$ cat config.mk
export PLATFORM = sky130hd
export DESIGN_NAME = branch_predictor
export DESIGN_NICKNAME = d
export VERILOG_FILES = /design/src/rtl/cpu_pkg.sv /design/src/rtl/sat_counter.sv /design/src/rtl/branch_predictor.sv
export SDC_FILE = /design/constraint.sdc
export NUM_CORES = 2
export LEC_CHECK = 0
export BUFFER_PORTS_ARGS = -buffer_cell sky130_fd_sc_hd__buf_2
export CORE_ASPECT_RATIO = 0.5
export CORE_MARGIN = 4
export CORE_UTILIZATION = 55
export DETAILED_ROUTE_END_ITERATION = 8
export MAX_ROUTING_LAYER = met4
export PLACE_DENSITY = 0.73
export SLEW_MARGIN = 20
export SYNTH_ARGS = -nofsm -noshare
export SYNTH_HDL_FRONTEND = slang
export SYNTH_SLANG_ARGS = --single-unit
export TNS_END_PERCENT = 30
$ cat constraint.sdc
create_clock -name clk_i -period 42.2 [get_ports clk_i]
set_clock_uncertainty 0.2 [all_clocks]
set_input_delay 4.22 -clock clk_i [delete_from_list [all_inputs] [get_ports clk_i]]
set_output_delay 4.22 -clock clk_i [all_outputs]
set_load 0.05 [all_outputs]
$ cat src/rtl/cpu_pkg.sv
// Shared constants and types for the fetch-side branch predictor.
// Latency: n/a (constants, types and elaboration-time helper functions only).
// Backpressure: n/a.
package cpu_pkg;

    // Sequential fetch advances by one 32-bit instruction.
    localparam int PC_STEP = 4;

    // Default geometry of the predictor table.
    localparam int DEF_XLEN    = 32;
    localparam int DEF_ENTRIES = 16;
    localparam int DEF_IDX_W   = $clog2(DEF_ENTRIES);
    localparam int DEF_TAG_W   = DEF_XLEN - DEF_IDX_W - 2;
    localparam int DEF_CNT_W   = 2;

    // Counter landmarks for the default counter width.
    localparam int CNT_MAX    = (1 << DEF_CNT_W) - 1;
    localparam int CNT_WEAK_T = 1 << (DEF_CNT_W - 1);

    // Counter landmarks for an arbitrary counter width.
    function automatic int cnt_max_f(input int w);
        return (1 << w) - 1;
    endfunction

    function automatic int cnt_weak_t_f(input int w);
        return 1 << (w - 1);
    endfunction

    // One table entry at the default geometry.
    typedef struct packed {
        logic                 vld;
        logic [DEF_TAG_W-1:0] tag;
        logic [DEF_XLEN-1:0]  tgt;
        logic [DEF_CNT_W-1:0] cnt;
    } bp_entry_t;

endpackage

$ cat src/rtl/sat_counter.sv
// Saturating up/down counter next-value logic used to train prediction counters.
// Latency: combinational, 0 cycles.
// Backpressure: none; the output follows the inputs.
module sat_counter #(
    parameter int W = 2
) (
    input  logic [W-1:0] cnt_i,
    input  logic         inc_i,
    output logic [W-1:0] cnt_o
);

    // Step toward the outcome, holding at the all-ones and all-zeros rails.
    always_comb begin
        cnt_o = cnt_i;
        if (inc_i) begin
            if (cnt_i != '1) begin
                cnt_o = cnt_i + 1'b1;
            end
        end else if (cnt_i != '0) begin
            cnt_o = cnt_i - 1'b1;
        end
    end

endmodule

$ cat src/rtl/branch_predictor.sv
// BTB + 2-bit BHT: predicts the next IF PC and is trained by ID-stage branch resolution.
// Latency: lookup and mispredict/recovery are combinational; training lands on the next edge.
// Backpressure: none; one lookup and at most one update are accepted every cycle.
module branch_predictor
    import cpu_pkg::*;
#(
    parameter int XLEN     = DEF_XLEN,
    parameter int ENTRIES  = DEF_ENTRIES,
    parameter int CNT_W    = DEF_CNT_W,
    parameter int CNT_INIT = 1,
    parameter int PERF_W   = 32
) (
    input  logic              clk_i,
    input  logic              rst_i,
    input  logic [XLEN-1:0]   lookup_pc_i,
    output logic              pred_taken_o,
    output logic [XLEN-1:0]   pred_target_o,
    input  logic              upd_valid_i,
    input  logic [XLEN-1:0]   upd_pc_i,
    input  logic              upd_taken_i,
    input  logic [XLEN-1:0]   upd_target_i,
    input  logic              upd_pred_taken_i,
    input  logic [XLEN-1:0]   upd_pred_target_i,
    input  logic              clear_i,
    output logic              mispredict_o,
    output logic [XLEN-1:0]   recovery_pc_o,
    output logic [PERF_W-1:0] branch_cnt_o,
    output logic [PERF_W-1:0] mispred_cnt_o
);

    localparam int IDX_W = $clog2(ENTRIES);
    localparam int TAG_W = XLEN - IDX_W - 2;

    localparam logic [CNT_W-1:0] CNT_RST   = CNT_W'(CNT_INIT);
    localparam logic [CNT_W-1:0] CNT_ALLOC = CNT_W'(cnt_weak_t_f(CNT_W));
    localparam logic [XLEN-1:0]  STEP      = XLEN'(PC_STEP);

    // Flop-based table so reset and clear complete in a single cycle.
    logic [ENTRIES-1:0] tbl_vld;
    logic [TAG_W-1:0]   tbl_tag [ENTRIES];
    logic [XLEN-1:0]    tbl_tgt [ENTRIES];
    logic [CNT_W-1:0]   tbl_cnt [ENTRIES];

    // Lookup side: word-aligned PC, low two bits carry no information.
    logic [IDX_W-1:0] lk_idx;
    logic [TAG_W-1:0] lk_tag;
    logic             lk_hit;

    assign lk_idx = lookup_pc_i[IDX_W+1:2];
    assign lk_tag = lookup_pc_i[XLEN-1:IDX_W+2];
    assign lk_hit = tbl_vld[lk_idx] && (tbl_tag[lk_idx] == lk_tag);

    // The reset term keeps the prediction not-taken for the whole reset window.
    assign pred_taken_o  = !rst_i && lk_hit && tbl_cnt[lk_idx][CNT_W-1];
    assign pred_target_o = pred_taken_o ? tbl_tgt[lk_idx] : lookup_pc_i + STEP;

    // Resolution side.
    logic [IDX_W-1:0] up_idx;
    logic [TAG_W-1:0] up_tag;
    logic             up_hit;
    logic [CNT_W-1:0] up_cnt_nxt;

    assign up_idx = upd_pc_i[IDX_W+1:2];
    assign up_tag = upd_pc_i[XLEN-1:IDX_W+2];
    assign up_hit = tbl_vld[up_idx] && (tbl_tag[up_idx] == up_tag);

    // A wrong direction, or a right "taken" with the wrong target, both need a flush.
    assign mispredict_o  = upd_valid_i &&
                           ((upd_taken_i != upd_pred_taken_i) ||
                            (upd_taken_i && (upd_target_i != upd_pred_target_i)));
    assign recovery_pc_o = upd_taken_i ? upd_target_i : upd_pc_i + STEP;

    sat_counter #(
        .W (CNT_W)
    ) u_sat_counter (
        .cnt_i (tbl_cnt[up_idx]),
        .inc_i (upd_taken_i),
        .cnt_o (up_cnt_nxt)
    );

    logic unused_pc_lsbs;
    assign unused_pc_lsbs = ^{lookup_pc_i[1:0], upd_pc_i[1:0]};

    // Table training: clear beats update; a not-taken miss leaves the table alone.
    always_ff @(posedge clk_i or posedge rst_i) begin
        if (rst_i) begin
            tbl_vld <= '0;
            for (int i = 0; i < ENTRIES; i++) begin
                tbl_tag[i] <= '0;
                tbl_tgt[i] <= '0;
                tbl_cnt[i] <= CNT_RST;
            end
        end else if (clear_i) begin
            tbl_vld <= '0;
        end else if (upd_valid_i) begin
            if (up_hit) begin
                tbl_cnt[up_idx] <= up_cnt_nxt;
                if (upd_taken_i) begin
                    tbl_tgt[up_idx] <= upd_target_i;
                end
            end else if (upd_taken_i) begin
                tbl_vld[up_idx] <= 1'b1;
                tbl_tag[up_idx] <= up_tag;
                tbl_tgt[up_idx] <= upd_target_i;
                tbl_cnt[up_idx] <= CNT_ALLOC;
            end
        end
    end

    // Performance counters stick at all-ones instead of wrapping; clear does not stop them.
    always_ff @(posedge clk_i or posedge rst_i) begin
        if (rst_i) begin
            branch_cnt_o  <= '0;
            mispred_cnt_o <= '0;
        end else begin
            if (upd_valid_i && (branch_cnt_o != '1)) begin
                branch_cnt_o <= branch_cnt_o + 1'b1;
            end
            if (mispredict_o && (mispred_cnt_o != '1)) begin
                mispred_cnt_o <= mispred_cnt_o + 1'b1;
            end
        end
    end

endmodule

Yosys cells after proc, flatten, opt, wreduce, memory -nomap -nowiden --
Index checks and enable logic that the tools add are counted.
Storage, ports and cells: flip-flop bits (word level) 1040, input port bits 134, word-level logic and storage cells 140
Operators by class: add/sub/neg operators 6, magnitude comparators 6, equality and inequality tests 8, mux-type cells 41, bitwise operators 8, reduce and logical (&&, ||, !) cells 20
Operators by type and width (number):
- bitwise mux 512 bit | 1
- bitwise mux 416 bit | 1
- 2-to-1 mux 32 bit | 7
- binary-select mux 26 bit (select 4 bit) | 2
- 2-to-1 mux 26 bit | 5
- binary-select mux 32 bit (select 4 bit) | 1
- demux 32 bit (select 4 bit) | 1
- demux 26 bit (select 4 bit) | 1
- adder 32 x 1 -> 32 bit, second input constant | 2
- adder 32 x 3 -> 32 bit, second input constant | 2
- 2-to-1 mux 16 bit | 4
- != test 32 bit, second input constant | 2
- equality test 26 bit | 2
- bitwise mux 32 bit | 1
- != test 32 bit | 1
- bitwise OR 16 bit | 2
- AND 16 bit | 1
- binary-select mux 2 bit (select 4 bit) | 2
- 2-to-1 mux 2 bit | 8
- inverter 16 bit | 1
- >= comparator 5 bit, second input constant | 2
- logical AND 1 bit | 10
- less-than comparator 4 x 5 -> 1 bit, second input constant | 2
- inverter 4 -> 5 bit | 2
- other kinds (16) | 26

Longest topological paths before layout --
depth after elaboration 9, mapped depth 17, depth with buffers taken out 9

By module --
A second synthesis with hierarchy kept.
Unflattened totals: cells, all modules 3736, area total of the unflattened synthesis 54646.2 µm²
Modules (own cells, without submodules):
- branch_predictor | instances 1, cells each 3733, area each 54619.9 µm², seq. area each 26045.0 µm²
- sat_counter | instances 1, cells each 3, area each 26.3 µm², seq. area each 0.0 µm²

Least setup slack after synthesis --
Ideal clock, no wire load.
kind input -> output, from in rst_i, to out pred_taken_o, arrival 29.734 ns, required time 37.780 ns, setup slack 8.046 ns, stages 5, buffers on the path 0, cells stage by stage inv_1 > o211ai_1 > nor4_1 > nand2_1 > nor4_1
Between the ends: word-level cells in the longest chain between the ends 3
Ends and longest elaborated chain:
- from (decl) | line branch_predictor.sv:14 | input logic rst_i,
- zero test 1 bit (no line)
- logical AND 1 bit (2 in a row) | line branch_predictor.sv:54 | assign pred_taken_o = !rst_i && lk_hit && tbl_cnt[lk_idx][CNT_W-1];
- to (decl) | line branch_predictor.sv:16 | output logic pred_taken_o,
No other way between the ends.

Worst setup path after layout --
from in lookup_pc_i[2], to out pred_taken_o
Between the ends: word-level cells in the longest chain between the ends 8
Ends and longest elaborated chain:
- from (decl) | line branch_predictor.sv:15 | input logic [XLEN-1:0] lookup_pc_i,
- inverter 4 -> 5 bit (not written as such) | line branch_predictor.sv:51, branch_predictor.sv:54
- binary-select mux 26 bit (select 4 bit) | line branch_predictor.sv:51 | assign lk_hit = tbl_vld[lk_idx] && (tbl_tag[lk_idx] == lk_tag);
- 2-to-1 mux 26 bit (not written as such) (2 in a row) | line branch_predictor.sv:51
- equality test 26 bit | line branch_predictor.sv:51
- logical AND 1 bit | line branch_predictor.sv:51
- logical AND 1 bit | line branch_predictor.sv:54
- logical AND 1 bit * | line branch_predictor.sv:54
Every way passes the cells marked *; elsewhere a longest branch is shown, timed or not. The select of a mux whose other input is x is not followed.

==> impl_metrics.toml <==
[synthesis]
synth-async-reset-ratio_pct = 100
yosysWarnings = 0
mappedNetlistArea_mm2 = 0.0545
seq_area_frac_synth_pct = 47.8
yosysTopAreaCellShare_pct = 47.0
synth_nets = 3994
synthTopCellsByArea = "dfrtp_1, mux2_2, mux4_2, mux2_1, xnor2_1"
syn_avg_cell_area_um2 = 14.1
ys_seq_elements = 1040
synth_edf_count = 0
yosys_most_used_dff = "dfrtp_1"
syn_inst = 3853
synth_common_cells = "dfrtp_1, mux2_2, mux4_2"
synth_most_common_cell = "dfrtp_1"
ys_types = 81
synth_largest_area_cell = "dfrtp_1"

[global_routing]
overflow = 0
gr-usage-met1_pct = 43.4
grt_pass1_vias = 36300
grt_pass1_wl_mm = 243
track_usage_pct = 32.2
antenna_found_initial = 7
grt_busiest_layer = "met2"
grt_max_degree = 161
met2_usage_pct = 46.8
grt_util_met3_pct = 7.88

[floorplanning]
fp.dieArea_mm2 = 0.104
dieWidth_um = 453
start_util_pct = 55.6
fp-row-count = 81
die_h_um = 231
core_area_mm2 = 0.0980
ios = 264

[clock_network]
cts_tree = "done"
ctsResizeCount = 0
cts_num_sinks = 1040
post_cts.repair.setup_buffers = 0
clockBufferDepth = 3
cts.hold.buffers_added = 0
clkTransAtPathRegs_ns = 0.06
cts_max_level = 3
clk_latency_ns = 0.70
root_buffer = "clkbuf_16"
cts_buffers = 93

[timing]
rsz0062_at_grt = "no"
finalHoldViolations = 0
slew-limit-headroom_pct = 31.3
fmax_mhz = 69.2
finalWorstSetupSlack_ns = 27.76
period_minus_slack_ns = 14.44
finalMaxSlewViolations = 0
tightest_slew_ns = 1.02
fin_crit_sh_pct = 34.2
setup_viol = 0
setup_tns_ns = 0

[pwr]
worst_ir_drop_vdd_mv = 0.0315
p_leak_nw = 27.2
powerDensity_mw_per_mm2 = 42.8

[place]
preCtsSetupSlack_ns = 27.64
gp_congestion = 0.926
io_buffers = 263
hpwl_mm = 101

[layout]
fill_cells = 7375
synthToLayoutAreaGrowth_pct = 9.32
drive_above_1_share_pct = 45.4
fin_nets = 4049

[worst_setup_path]
path_class = "in2out"
crit_path_max_fanout = 80
startpoint_type = "primary input"
critical_path_arrival_ns = 10.02
crit_required_ns = 37.78
worst-path-buf-inv = 4
critPathMaxStageDelay_ns = 0.92
worstPathCellList = "buf_8, buf_4, buf_4, mux4_2, mux4_2, xnor2_1, nand4_1, nor3_1, nand2_1, nor4_1, buf_2"
slowest_stage = "buf_4"
end_kind = "primary output"
crit_family = "buffers and inverters"

[detailed_routing]
post_drt_wl_per_cell_um = 30.6
ant_nets = 0
first_pass_iters = 6
drc = 0
drt_iter0_drc = 4313
vias = 36000
viasPerCell = 6.78
routed_wl_mm = 163

[flow_run]
drv_cap = 0

[status]
status = "finished, final reports clean"

[hold_path]
hold_path.class = "reg2reg"
## sequential cells by signal, indices dropped and copies added (netlist names)
| signal | count |
|---|---|
| branch_cnt_o | 32 |
| mispred_cnt_o | 32 |
| tbl_cnt | 32 |
| tbl_tag | 416 |
| tbl_tgt | 512 |
| tbl_vld | 16 |
## metrics by stage
stage | hold slack, ns | instances | util, % | cell area (um^2) | power, mW
global route | 0.308 | 5315 | 60.8 | 59600 | 2.64
floorplan | 0.273 | 3853 | - | 54500 | 1.54
finish | 0.287 | 5316 | 60.8 | 59600 | 2.55
global placement | 0.272 | 5139 | 57.5 | 56300 | 1.65
CTS | 0.296 | 5308 | 60.7 | 59500 | 2.55
detailed placement | 0.282 | 5139 | 57.5 | 56400 | 1.68
## cells by family (layout without fill, tap and decap cells)
| logic type | count (synthesis) | count (layout) | synth area share (%) |
|---|---|---|---|
| AO/OA/AOI/OAI | 235 | 235 | 3.10 |
| XOR/XNOR | 191 | 191 | 3.07 |
| adder cells (fa/ha/maj) | 9 | 9 | 0.197 |
| buffers and inverters | 425 | 554 | 3.61 |
| flip-flops | 1040 | 1040 | 47.8 |
| multiplexers | 1425 | 1425 | 37.3 |
| other | 0 | 6 | 0 |
| AND/OR/NAND/NOR | 528 | 528 | 4.92 |
## path summary, 6_finish.rpt
| check | startpoint | endpoint | slack, ns | cells past startpoint |
|---|---|---|---|---|
| max | lookup_pc_i[2] | pred_taken_o | 27.76 | 11 |
| min | mispred_cnt_o[9]$_DFFE_PP0P_ | mispred_cnt_o[9]$_DFFE_PP0P_ | 0.29 | 1 |
| max reg2reg | tbl_tag[141]$_DFFE_PP0P_ | tbl_tag[242]$_DFFE_PP0P_ | 37.39 | 10 |
| min reg2reg | mispred_cnt_o[9]$_DFFE_PP0P_ | mispred_cnt_o[9]$_DFFE_PP0P_ | 0.29 | 1 |
| max in group asynchronous | rst_i | tbl_tag[143]$_DFFE_PP0P_ | 34.73 | 6 |
| min in group asynchronous | rst_i | tbl_tag[205]$_DFFE_PP0P_ | 3.41 | 2 |
## cell type report
cell class | count | area [um^2] | area share [%]
clock buffer | 134 | 2700 | 4.54
multi-input combinational | 2388 | 26600 | 44.6
sequential | 1040 | 26000 | 43.7
timing repair buffer | 334 | 1970 | 3.31
tap | 1328 | 1660 | 2.79
inverter | 51 | 199 | 0.334
clock inverter | 35 | 422 | 0.708
antenna | 6 | 15.0 | 0.0252
## placed cells by master, fill, tap and decap left out, types with 13 or more instances in the layout
| cell | instances |
|---|---|
| xor2_1 | 72 |
| nand4_1 | 41 |
| a21oi_1 | 15 |
| dfstp_2 | 16 |
| o22ai_1 | 13 |
| o211ai_1 | 23 |
| nor4b_1 | 15 |
| mux2_2 | 879 |
| o21ai_0 | 64 |
| clkinv_2 | 18 |
| and2_1 | 14 |
| nand2b_1 | 14 |
| nor2_1 | 75 |
| a211oi_1 | 18 |
| nand2_2 | 15 |
| nand2_1 | 139 |
| xnor2_1 | 119 |
| clkbuf_8 | 22 |
| mux2_1 | 114 |
| dfrtp_1 | 1024 |
| nor3_1 | 47 |
| and3_1 | 19 |
| buf_2 | 256 |
| mux2i_1 | 49 |
| inv_1 | 48 |
| nand3_1 | 84 |
| mux4_2 | 376 |
| clkbuf_16 | 93 |
| buf_4 | 66 |
| clkbuf_1 | 19 |
| nor4_1 | 21 |
## routing by layer
layer / up-vias / share of wire (%)
li1: 14500 / -
met1: 19300 / 40
met2: 1777 / 45
met3: 464 / 9.4
met4: 0 / 5.1
met5: - / 0
## power by group
group / switching (mW) / internal [mW] / total, mW
clock: 0.393 / 0.491 / 0.883
combinational: 0.234 / 0.224 / 0.458
sequential: 0.0846 / 1.12 / 1.21
total: 0.711 / 1.84 / 2.55
## worst register-to-register path, stage by stage (launching register included)
cell and delay (ns):
dfrtp_1 0.41, mux4_2 0.47, mux2i_1 0.33, o32ai_1 0.15, nor4_1 0.66, a22o_1 0.34, and4b_1 0.22, buf_4 0.33
a21o_1 0.72, buf_4 0.48, mux2_2 0.40
(Power assumes the default switching activity.)
